[config.mk]
export PLATFORM = sky130hd
export DESIGN_NAME = spi_pixel_loader
export DESIGN_NICKNAME = d
export VERILOG_FILES = /design/src/rtl/spi_pixel_loader.sv
export SDC_FILE = /design/constraint.sdc
export NUM_CORES = 1
export LEC_CHECK = 0
export BUFFER_PORTS_ARGS = -buffer_cell sky130_fd_sc_hd__buf_4
export CAP_MARGIN = 20
export CORE_UTILIZATION = 30
export DETAILED_ROUTE_END_ITERATION = 8
export HOLD_SLACK_MARGIN = 0.15
export PLACE_DENSITY = 0.51
export SYNTH_ARGS = -nofsm -noshare
export SYNTH_HDL_FRONTEND = slang
export SYNTH_SLANG_ARGS = --single-unit
[constraint.sdc]
create_clock -name sysclk -period 2 [get_ports sysclk]
set_input_delay 0.1 -clock sysclk [delete_from_list [all_inputs] [get_ports sysclk]]
set_output_delay 0.1 -clock sysclk [all_outputs]
set_load 0.02 [all_outputs]
[src/rtl/spi_pixel_loader.sv]
// ============================================================================
// spi_pixel_loader : SPI-slave command decoder feeding RGB888 frame-buffer writes
// Rev 1.0
// ============================================================================
`default_nettype none

module spi_pixel_loader #(
  parameter int ADDR_W   = 16,
  parameter int FB_DEPTH = 65536
) (
  input  logic              sysclk,
  input  logic              rstn,
  input  logic              SCLK,
  input  logic              MOSI,
  input  logic              CS_n,
  output logic              MISO,
  output logic              pix_valid,
  input  logic              pix_ready,
  output logic [ADDR_W-1:0] pix_addr,
  output logic [23:0]       pix_data,
  output logic              frame_swap,
  output logic              busy,
  output logic              overflow
);

  localparam logic [2:0] S_IDLE    = 3'd0;
  localparam logic [2:0] S_CMD     = 3'd1;
  localparam logic [2:0] S_ADDR_HI = 3'd2;
  localparam logic [2:0] S_ADDR_LO = 3'd3;
  localparam logic [2:0] S_PIX     = 3'd4;
  localparam logic [2:0] S_STATUS  = 3'd5;
  localparam logic [2:0] S_IGNORE  = 3'd6;

  localparam logic [ADDR_W-1:0] LAST_ADDR = ADDR_W'(FB_DEPTH - 1);

  // [1] is the synchronized level, [2] its one-cycle-old copy for edge detection
  logic [2:0] sclk_sync_q;
  logic [2:0] cs_sync_q;
  logic [1:0] mosi_sync_q;

  always_ff @(posedge sysclk or negedge rstn) begin
    if (!rstn) begin
      sclk_sync_q <= 3'b000;
      cs_sync_q   <= 3'b111;
      mosi_sync_q <= 2'b00;
    end else begin
      sclk_sync_q <= {sclk_sync_q[1:0], SCLK};
      cs_sync_q   <= {cs_sync_q[1:0], CS_n};
      mosi_sync_q <= {mosi_sync_q[0], MOSI};
    end
  end

  logic w_sclk_rise, w_sclk_fall, w_cs_active, w_cs_fall, w_byte_done;
  logic [7:0] w_byte;

  logic [2:0]        state_q, state_d;
  logic [2:0]        bit_cnt_q, bit_cnt_d;
  logic [6:0]        shift_q, shift_d;
  logic [7:0]        addr_hi_q, addr_hi_d;
  logic [ADDR_W-1:0] addr_q, addr_d;
  logic [1:0]        pix_idx_q, pix_idx_d;
  logic [7:0]        red_q, red_d, grn_q, grn_d;
  logic              frame_swap_q, frame_swap_d;
  logic              miso_q, miso_d;
  logic [7:0]        miso_sr_q, miso_sr_d;
  logic [3:0]        miso_cnt_q, miso_cnt_d;
  logic              overflow_q, overflow_d;
  logic              push_req;

  logic [ADDR_W+23:0] mem_q [2];
  logic               wr_ptr_q, rd_ptr_q;
  logic [1:0]         count_q;
  logic               w_full, w_pop, w_push;

  assign w_sclk_rise = sclk_sync_q[1] & ~sclk_sync_q[2];
  assign w_sclk_fall = ~sclk_sync_q[1] & sclk_sync_q[2];
  assign w_cs_active = ~cs_sync_q[1];
  assign w_cs_fall   = ~cs_sync_q[1] & cs_sync_q[2];
  assign w_byte      = {shift_q, mosi_sync_q[1]};
  assign w_byte_done = w_sclk_rise & w_cs_active & (bit_cnt_q == 3'd7);

  assign w_full = (count_q == 2'd2);
  assign w_pop  = (count_q != 2'd0) & pix_ready;
  assign w_push = push_req & (~w_full | w_pop);

  always_comb begin
    state_d      = state_q;
    bit_cnt_d    = bit_cnt_q;
    shift_d      = shift_q;
    addr_hi_d    = addr_hi_q;
    addr_d       = addr_q;
    pix_idx_d    = pix_idx_q;
    red_d        = red_q;
    grn_d        = grn_q;
    frame_swap_d = 1'b0;
    miso_d       = miso_q;
    miso_sr_d    = miso_sr_q;
    miso_cnt_d   = miso_cnt_q;
    overflow_d   = overflow_q;
    push_req     = 1'b0;

    if (w_cs_fall) begin
      bit_cnt_d = 3'd0;
    end else if (w_sclk_rise && w_cs_active) begin
      bit_cnt_d = bit_cnt_q + 3'd1;
      shift_d   = w_byte[6:0];
    end

    case (state_q)
      S_IDLE: if (w_cs_fall) state_d = S_CMD;
      S_CMD: begin
        if (w_byte_done) begin
          case (w_byte)
            8'hA0: state_d = S_ADDR_HI;
            8'h5A: begin
              state_d    = S_STATUS;
              miso_sr_d  = {overflow_q, w_full, count_q, 4'b0000};
              miso_cnt_d = 4'd0;
            end
            8'hC3: begin
              frame_swap_d = 1'b1;
              state_d      = S_IGNORE;
            end
            default: state_d = S_IGNORE;
          endcase
        end
      end
      S_ADDR_HI: begin
        if (w_byte_done) begin
          addr_hi_d = w_byte;
          state_d   = S_ADDR_LO;
        end
      end
      S_ADDR_LO: begin
        if (w_byte_done) begin
          addr_d    = ADDR_W'({addr_hi_q, w_byte});
          pix_idx_d = 2'd0;
          state_d   = S_PIX;
        end
      end
      S_PIX: begin
        if (w_byte_done) begin
          case (pix_idx_q)
            2'd0: begin red_d = w_byte; pix_idx_d = 2'd1; end
            2'd1: begin grn_d = w_byte; pix_idx_d = 2'd2; end
            default: begin
              push_req  = 1'b1;
              pix_idx_d = 2'd0;
              addr_d    = (addr_q == LAST_ADDR) ? '0 : addr_q + ADDR_W'(1);
            end
          endcase
        end
      end
      S_STATUS: begin
        if (w_sclk_fall && w_cs_active) begin
          if (miso_cnt_q != 4'd8) begin
            miso_d     = miso_sr_q[7];
            miso_sr_d  = {miso_sr_q[6:0], 1'b0};
            miso_cnt_d = miso_cnt_q + 4'd1;
          end else begin
            miso_d = 1'b0;
          end
        end
      end
      default: ;
    endcase

    // Deselect aborts whatever was in flight; a fully-read status acknowledges overflow
    if (state_q != S_IDLE && cs_sync_q[1]) begin
      state_d = S_IDLE;
      miso_d  = 1'b0;
      if (state_q == S_STATUS && miso_cnt_q == 4'd8) overflow_d = 1'b0;
    end
    if (push_req && w_full && !w_pop) overflow_d = 1'b1;
  end

  always_ff @(posedge sysclk or negedge rstn) begin
    if (!rstn) begin
      state_q      <= S_IDLE;
      bit_cnt_q    <= 3'd0;
      shift_q      <= 7'd0;
      addr_hi_q    <= 8'd0;
      addr_q       <= '0;
      pix_idx_q    <= 2'd0;
      red_q        <= 8'd0;
      grn_q        <= 8'd0;
      frame_swap_q <= 1'b0;
      miso_q       <= 1'b0;
      miso_sr_q    <= 8'd0;
      miso_cnt_q   <= 4'd0;
      overflow_q   <= 1'b0;
    end else begin
      state_q      <= state_d;
      bit_cnt_q    <= bit_cnt_d;
      shift_q      <= shift_d;
      addr_hi_q    <= addr_hi_d;
      addr_q       <= addr_d;
      pix_idx_q    <= pix_idx_d;
      red_q        <= red_d;
      grn_q        <= grn_d;
      frame_swap_q <= frame_swap_d;
      miso_q       <= miso_d;
      miso_sr_q    <= miso_sr_d;
      miso_cnt_q   <= miso_cnt_d;
      overflow_q   <= overflow_d;
    end
  end

  // Two-entry request buffer; when full, a simultaneous pop frees the slot being written
  always_ff @(posedge sysclk or negedge rstn) begin
    if (!rstn) begin
      mem_q    <= '{default: '0};
      wr_ptr_q <= 1'b0;
      rd_ptr_q <= 1'b0;
      count_q  <= 2'd0;
    end else begin
      if (w_push) begin
        mem_q[wr_ptr_q] <= {addr_q, red_q, grn_q, w_byte};
        wr_ptr_q        <= ~wr_ptr_q;
      end
      if (w_pop) rd_ptr_q <= ~rd_ptr_q;
      case ({w_push, w_pop})
        2'b10:   count_q <= count_q + 2'd1;
        2'b01:   count_q <= count_q - 2'd1;
        default: count_q <= count_q;
      endcase
    end
  end

  assign pix_valid            = (count_q != 2'd0);
  assign {pix_addr, pix_data} = mem_q[rd_ptr_q];
  assign frame_swap           = frame_swap_q;
  assign MISO                 = miso_q;
  assign overflow             = overflow_q;
  assign busy                 = w_cs_active | pix_valid;

endmodule

`default_nettype wire

Yosys cells after proc, flatten, opt, wreduce, memory -nomap -nowiden --
Cells that the tools add are included.
Storage, ports and cells: flip-flop bits (word level) 162, bits of input ports 6, output and inout bits 45, word-level logic and storage cells 154
Cells by class: add/subtract/negate cells 5, order comparisons 3, equality and inequality tests 27, muxes and demuxes 48, bitwise gates (word level) 18, reductions and logical operators 32
Operators by type and width (count):
- $mux 40 | 4
- $bwmux 80 | 1
- $mux 16 | 4
- $demux 40 s1 | 1
- $mux 8 | 4
- $pmux 16 s2 | 1
- $mux 3 | 7
- $reduce_bool 2->1 | 9
- $add 16x1->16 const B | 1
- $eq 16x16->1 const B | 1
- $eq 8x8->1 const B | 2
- $mux 4 | 4
- $pmux 8 s2 | 1
- $ne 2x2->1 const B | 7
- $mux 1 | 13
- $ne 3x3->1 const B | 4
- $pmux 2 s2 | 3
- $pmux 3 s4 | 1
- $reduce_and 5->1 | 2
- $eq 3x3->1 const B | 3
- $reduce_and 3->1 | 3
- $eq 8x7->1 const B | 1
- $pmux 4 s2 | 1
- $reduce_and 2->1 | 4
- other kinds (26) | 51

Depth between registers and ports, before layout --
Gate-level depths: netlist of run 1.
depth after elaboration 10, depth in mapped cells 8, depth with buffers taken out 8

Least setup slack after synthesis of run 1 --
OpenSTA, ideal clock, no wires.
path type reg-to-reg, from register bit_cnt_q[0], to register mem_q[0] (netlist bit), library setup time 0.125 ns, arrival time 1.845 ns, required time 1.875 ns, path slack 0.031 ns, stages on the path, launching flop included 9, path buffers 2, clock period less this slack 1.969 ns, cell sequence dfrtp_1 -> ha_1 -> ha_1 -> nand4bb_1 -> buf_2 -> nor2_1 -> nand3_1 -> buf_2 -> mux2_2
On the way: longest elaborated chain between the ends 5
Ends and longest elaborated chain:
- start, declared | RTL line 57 | logic [2:0] bit_cnt_q, bit_cnt_d;
- start signal, assigned | RTL line 194 | bit_cnt_q <= bit_cnt_d;
- $eq 3x3->1 | RTL line 80 | assign w_byte_done = w_sclk_rise & w_cs_active & (bit_cnt_q == 3'd7);
- $and 1x1->1 | RTL line 80
- $mux 1 | RTL line 142 | if (w_byte_done) begin
- $mux 1 | RTL line 109 | case (state_q)
- $and 1x1->1 | RTL line 84 | assign w_push = push_req & (~w_full | w_pop);
- end signal, assigned by index | RTL line 218 | mem_q[wr_ptr_q] <= {addr_q, red_q, grn_q, w_byte};
- end, declared | RTL line 70 | logic [ADDR_W+23:0] mem_q [2];
No other way between the ends. A chain may end at the register's enable or synchronous reset.

Worst setup path in the final report of run 1 --
from register bit_cnt_q[1], to register mem_q[44] (netlist bit)
Same word-level chain as after synthesis.

==> results_dict.tcl, run 1 <==
set metrics [dict create \
    syn_to_final_growth_pct 25.35 \
    grt_pass1_wl_um 28150 \
    wl_um 16720 \
    ant_nets 0 \
    fmax_ghz 0.4982 \
    drtIter0Drc 225 \
    tightest_slew_ns 0.6882 \
    tns_ns -0.02649 \
    leakagePower_nw 4.429 \
    dieArea_sq_um 25260 \
    yosys.area.top_type_share_pct 52.50 \
    cts_root_buf "clkbuf_16" \
    drive_gt1_share_pct 47.69 \
    fillers 2324 \
    die_y_um 158.9 \
    arrival_ns 2.32 \
    syn_inst 564 \
    fin_crit_sh_pct 100.4 \
    pwr_density_cell_nw_per_um2 761.8 \
    fp.dieW_um 158.9 \
    synth_area_sq_um 7388 \
    wl_per_cell_um 16.80 \
    relSlewSlack_pct 54.12 \
    dr.pass1.iters 6 \
    seq_area_sq_um 3960 \
    ys_ff_latch 158 \
    hold_viol 0 \
    worstSetupStartpointType "register" \
    fin_worst_skew_ns 0.01086 \
    htreeDepth 4 \
    drcViolationCount 0 \
    clk_pin_slew_ns 0.07 \
    vias_per_cell 4.910 \
    min_path_type "in2async" \
    start_util_pct 30.47 \
    yosys.area.top_type "dfrtp_1" \
    cp_slowest_stage_delay_ns 0.36 \
    hpwlAfterDp_um 11100 \
    setup_ws_ns -0.007281 \
    syn_nets 576 \
    failed_checks "setup timing" \
    synth_edf_count 0 \
    synth-seq-area-share_pct 53.56 \
    synth_cell_type_count 68 \
    ys.flop_type "dfrtp_1" \
    grt_max_degree 70 \
    grt_pass1_vias 5181 \
    slowest_stage "dfrtp_1" \
    status "finished, violations left" \
    ios 51 \
    rsz0062_at_grt "true" \
    avgSynthCellArea_sq_um 13.10 \
    setup_violations 9 \
    vias 4885 \
    cp_cell_sequence "ha_2 > ha_4 > and4bb_2 > nand4_1 > nor2_4 > buf_12 > mux2_2" \
    critPathKind "reg2reg" \
    slew_viol_final 0 \
    worst_skew_pair.late_latency_ns 0.43 \
    placeableCoreArea_sq_um 24250 \
    overflow 0 \
    fin_crit_ns 2.007 \
    place_congestion 0.8143 \
    fp-row-count 57 \
    power.total_w 0.007055 \
    yosysMostFrequentCell "dfrtp_1" \
    multi_input_area_sq_um 3263 \
    cts_buffers 17 \
    ir_drop_uv 584.6 \
    layout.nets 671 \
    cp-end-kind "register" \
    cts_tree "built" \
    pre_cts_ws_ns 0.001581 \
    synth.area.top_cells "dfrtp_1, mux2_2, nand2_1" \
    yosys_warnings 0 \
    required_ns 2.31 \
    io_buffers 50 \
    cp_max_fo 26 \
    cts_buffer_depth 2 \
    antenna_found_initial 0 \
    diodes 0 \
    synth_common_cells "dfrtp_1, mux2_2, nand2_1" \
    reg2reg_depth 7 \
    grt_usage_pct 14.01 \
    async_reset_ff_share_pct 100.0 \
    drv_cap 0 \
    cts.sinks 158 \
]
[worst max-delay path: cells and delay by family (launching register included)]
| family | cells | cell delay [ns] |
|---|---|---|
| AND/OR/NAND/NOR | 3 | 0.61 |
| buffers and inverters | 1 | 0.22 |
| adder cells (fa/ha/maj) | 2 | 0.33 |
| multiplexers | 1 | 0.36 |
| flip-flops | 1 | 0.36 |
[final cells by class]
class	count	share of cell area, %
timing repair buffer	115	10.83
clock buffer	19	4.782
multi-input combinational	360	35.23
clock inverter	12	1.729
inverter	7	0.2837
sequential	158	42.76
tap	324	4.377
[layout by cell type (no fill, tap or decap), types with 3 or more instances in the layout]
| cell | n |
|---|---|
| a31oi_1 | 5 |
| dlygate4sd3_1 | 5 |
| and2_1 | 3 |
| or3_1 | 5 |
| nand4_1 | 7 |
| nand3_1 | 11 |
| o31ai_1 | 9 |
| a22oi_1 | 3 |
| bufinv_16 | 3 |
| o21ai_0 | 12 |
| buf_6 | 4 |
| nand2_1 | 31 |
| a21oi_1 | 7 |
| clkinv_4 | 3 |
| nor4_4 | 3 |
| nor3_1 | 6 |
| clkbuf_16 | 17 |
| and3_1 | 4 |
| ha_1 | 3 |
| mux2i_1 | 3 |
| dfrtp_1 | 153 |
| buf_4 | 97 |
| o41ai_1 | 5 |
| mux2_2 | 148 |
| inv_1 | 7 |
| a22o_1 | 7 |
| and3b_1 | 3 |
| inv_6 | 3 |
| nor2_1 | 16 |
| nand2b_1 | 3 |
| buf_12 | 9 |
| o221ai_1 | 4 |
| dfstp_2 | 3 |
| mux2_1 | 7 |
[logic make-up after synthesis]
kind of cell / synth area share [%]
flops: 53.56
xor+xnor: 0.5928
fa+ha+maj: 1.016
simple gates: 10.43
buf+inv: 3.048
mux: 24.18
compound gates: 7.163
[sequential cells by signal, summed over array words and instances (netlist names), 2 cells and up]
register     count
addr_hi_q        8
addr_q          16
bit_cnt_q        3
count_q          2
cs_sync_q        3
grn_q            8
mem_q           80
miso_cnt_q       4
miso_sr_q        4
mosi_sync_q      2
pix_idx_q        2
red_q            8
sclk_sync_q      3
shift_q          7
state_q          3
[path summary, 6_finish.rpt]
kind                                          startpoint                       end  slack, ns
worst max-delay path            bit_cnt_q[1]$_DFFE_PN0P_     mem_q[44]$_DFFE_PN0P_     -0.007
worst min register to register  mosi_sync_q[0]$_DFF_PN0_  mosi_sync_q[1]$_DFF_PN0_       0.36
max in group asynchronous                           rstn    cs_sync_q[0]$_DFF_PN1_       0.98
min in group sysclk                                 MOSI  mosi_sync_q[0]$_DFF_PN0_       0.32
worst min-delay path                                rstn     mem_q[21]$_DFFE_PN0P_       0.25
worst max register to register  bit_cnt_q[1]$_DFFE_PN0P_     mem_q[44]$_DFFE_PN0P_     -0.007
[report_power, final]
group	switching [W]	internal (W)
clock network	0.00132	0.00200
logic	0.000280	0.000168
registers	0.0000321	0.00325
[repair_timing]
item                       4_1_cts  5_1_grt
pin swaps                        0        2
resized for setup                1       12
buffers inserted                 0        4
hold endpoints to repair        70        0
hold buffers                     5        0
setup endpoints to repair        8       74
[metal layers]
| metal | global-route usage [%] | vias to the layer above | part of all wire (%) | wire length (um) |
|---|---|---|---|---|
| li1 | - | 2257 | - | - |
| met1 | 19.13 | 2525 | 49 | 8126 |
| met2 | 22.15 | 86 | 47 | 7780 |
| met3 | 3.022 | 17 | 3.5 | 583 |
| met4 | 4.502 | 0 | 1.3 | 225 |
| met5 | 0 | - | 0 | 0 |
[through the flow]
stage          cells  hold WS [ns]  util (%)  instance area (sq um)
5_1_grt          995        0.3138     38.19                   9261
2_1_floorplan    564       -0.1956         -                   7388
3_5_place_dp     955        0.1619     35.14                   8521
3_3_place_gp     955        0.1530     35.14                   8521
6_report         995        0.2550     38.19                   9261
4_1_cts          991        0.2845     37.85                   9178
Power figures use the tool's default switching activity.
==> inputs of run 2 (changes only) <==
--- a/config.mk
+++ b/config.mk
@@ -11,6 +11,8 @@
 export DETAILED_ROUTE_END_ITERATION = 8
 export HOLD_SLACK_MARGIN = 0.15
 export PLACE_DENSITY = 0.51
+export RECOVER_POWER = 50
+export SLEW_MARGIN = 20
 export SYNTH_ARGS = -nofsm -noshare
 export SYNTH_HDL_FRONTEND = slang
 export SYNTH_SLANG_ARGS = --single-unit
==> run 2 against run 1 <==
Against the previous run: largest cell class unchanged; the run still ends with setup timing left; total power decreased by 0.17%; clock-buffer cell count did not move; clock skew about the same; wire length down 0.36%; worst hold slack improved by 0.084 ns; highest routed layer unchanged; non-clock buffer count unchanged.
==> results_dict.tcl, run 2 (same netlist as run 1, synthesis figures left out) <==
set metrics [dict create \
    status "finished, violations left" \
    failed_checks "setup timing" \
    worst_skew_pair.late_latency_ns 0.43 \
    final_cell_mix "dfrtp_1, mux2_2, buf_4, nand2_1, clkbuf_16" \
    wl_um 16660 \
    whs_path_depth 2 \
    worstSetupStartpointType "register" \
    antenna_found_initial 0 \
    wl_met1_um 7968 \
    timing.hold.ws_ns 0.3390 \
    min_path_type "in2reg" \
    io_buffers 50 \
    cp_slowest_stage_delay_ns 0.37 \
    cp_cell_sequence "ha_2 > ha_4 > and4bb_2 > nand4_1 > nor2_4 > buf_12 > mux2_2" \
    drv_cap 0 \
    cts_root_buf "clkbuf_16" \
    wl_per_cell_um 16.74 \
    clk_pin_slew_ns 0.06 \
    final_util_pct 38.05 \
    fp.dieW_um 158.9 \
    hpwlAfterDp_um 11100 \
    hold_viol 0 \
    r2r_setup_slack_ns -0.008 \
    cts_tree "built" \
    die_y_um 158.9 \
    ir_drop_uv 582.7 \
    dpl_cell_area_sq_um 8521 \
    rsz0062_at_grt "true" \
    fin_crit_ns 2.008 \
    cts_buffer_depth 2 \
    leakagePower_nw 4.413 \
    fp-row-count 57 \
    regMostFlops "mem_q" \
    met3_wirelength_um 660 \
    place_congestion 0.8143 \
    fin_crit_sh_pct 100.4 \
    reg2reg_depth 7 \
    dieArea_sq_um 25260 \
    worstReg2RegEnd "mem_q[44]$_DFFE_PN0P_" \
    cp_max_fo 26 \
    grt_max_degree 70 \
    setup_ws_ns -0.007930 \
    dr.pass1.iters 6 \
    vias 4884 \
    critPathKind "reg2reg" \
    relSlewSlack_pct 34.35 \
    start_util_pct 30.47 \
    cts_buffers 17 \
    tns_ns -0.02554 \
    largest_reg_flops 80 \
    pwr_density_cell_nw_per_um2 763.4 \
    drcViolationCount 0 \
    grt_usage_pct 14.01 \
    ios 51 \
    wl_met2_um 7816 \
    setup_violations 7 \
    r2r-start "bit_cnt_q[1]$_DFFE_PN0P_" \
    cts.sinks 158 \
    final_common_cell "dfrtp_1" \
    crit_path_start "bit_cnt_q[1]$_DFFE_PN0P_" \
    required_ns 2.31 \
    cp-endpoint "mem_q[44]$_DFFE_PN0P_" \
    overflow 0 \
    slowest_stage "dfrtp_1" \
    htreeDepth 4 \
    diodes 0 \
    worst-path-buf-inv 1 \
    drtIter0Drc 238 \
    fmax_ghz 0.4980 \
    syn_to_final_growth_pct 24.88 \
    fin_worst_skew_ns 0.01062 \
    ant_nets 0 \
    grt_pass1_vias 5181 \
    reg_top3 "mem_q x80, addr_q x16" \
    slew_viol_final 0 \
    vias_per_cell 4.909 \
    layout.nets 671 \
    cp_num_cells 7 \
    critPathTopFamily "simple AND/OR/NAND/NOR gates" \
    design_area_sq_um 9226 \
    arrival_ns 2.32 \
    grt_pass1_wl_um 28150 \
    top_layer "met4" \
    tightest_slew_ns 0.9847 \
    drive_gt1_share_pct 47.39 \
    placeableCoreArea_sq_um 24250 \
    cp-end-kind "register" \
]
## run 2: changes by cell type in the layout (fill, tap and decap cells not counted), sizes merged
cell    before  now
clkbuf      19   26
buf        110  103
## run 2: final cells by class
type,instances,area (sq um)
clock inverter,12,160.2
tap,324,405.4
timing repair buffer,115,968.4
clock buffer,19,442.9
sequential,158,3960
multi-input combinational,360,3263
fill,2330,15020
inverter,7,26.28
## run 2: worst register-to-register path, cell delays in order, from the launching register on
cell and delay, ns:
dfrtp_1 0.37, ha_2 0.20, ha_4 0.13, and4bb_2 0.25, nand4_1 0.18, nor2_4 0.18
buf_12 0.22, mux2_2 0.38
## run 2: timing repair
action                     CTS  global route
pin swaps                    0             2
setup buffers                0             4
resized for setup            1            12
setup endpoints to repair    8            74
hold buffers                 5             0
hold endpoints to repair    70             0
## run 2: where the power goes
| group | switching [W] | internal [W] | total [W] |
|---|---|---|---|
| clock | 0.00132 | 0.00200 | 0.00332 |
| sequential | 0.0000318 | 0.00325 | 0.00328 |
| combinational | 0.000280 | 0.000160 | 0.000440 |
## run 2: per-layer routing
metal  up-vias  global-route usage, %
li1       2258                      -
met1      2509                  19.13
met2        99                  22.15
met3        18                  3.022
met4         0                  4.502
met5         -                      0
## run 2: worst min-delay path by stage
stage               from                       end  slack [ns]
floorplan           rstn          MISO$_DFFE_PN0P_       -0.20
global placement    rstn     mem_q[20]$_DFFE_PN0P_        0.15
detailed placement  rstn     mem_q[21]$_DFFE_PN0P_        0.16
CTS                 rstn     mem_q[22]$_DFFE_PN0P_        0.28
global route        MOSI  mosi_sync_q[0]$_DFF_PN0_        0.35
finish              CS_n    cs_sync_q[0]$_DFF_PN1_        0.34
## run 2: metrics by stage
step | worst slack [ns] | std cells | power [W]
finish | -0.007930 | 995 | 0.007043
global route | -0.09542 | 995 | 0.007330
CTS | -0.007030 | 991 | 0.007155
detailed placement | 0.001581 | 955 | 0.003792
global placement | 0.03589 | 955 | 0.003780
floorplan | 0.03070 | 564 | 0.003532
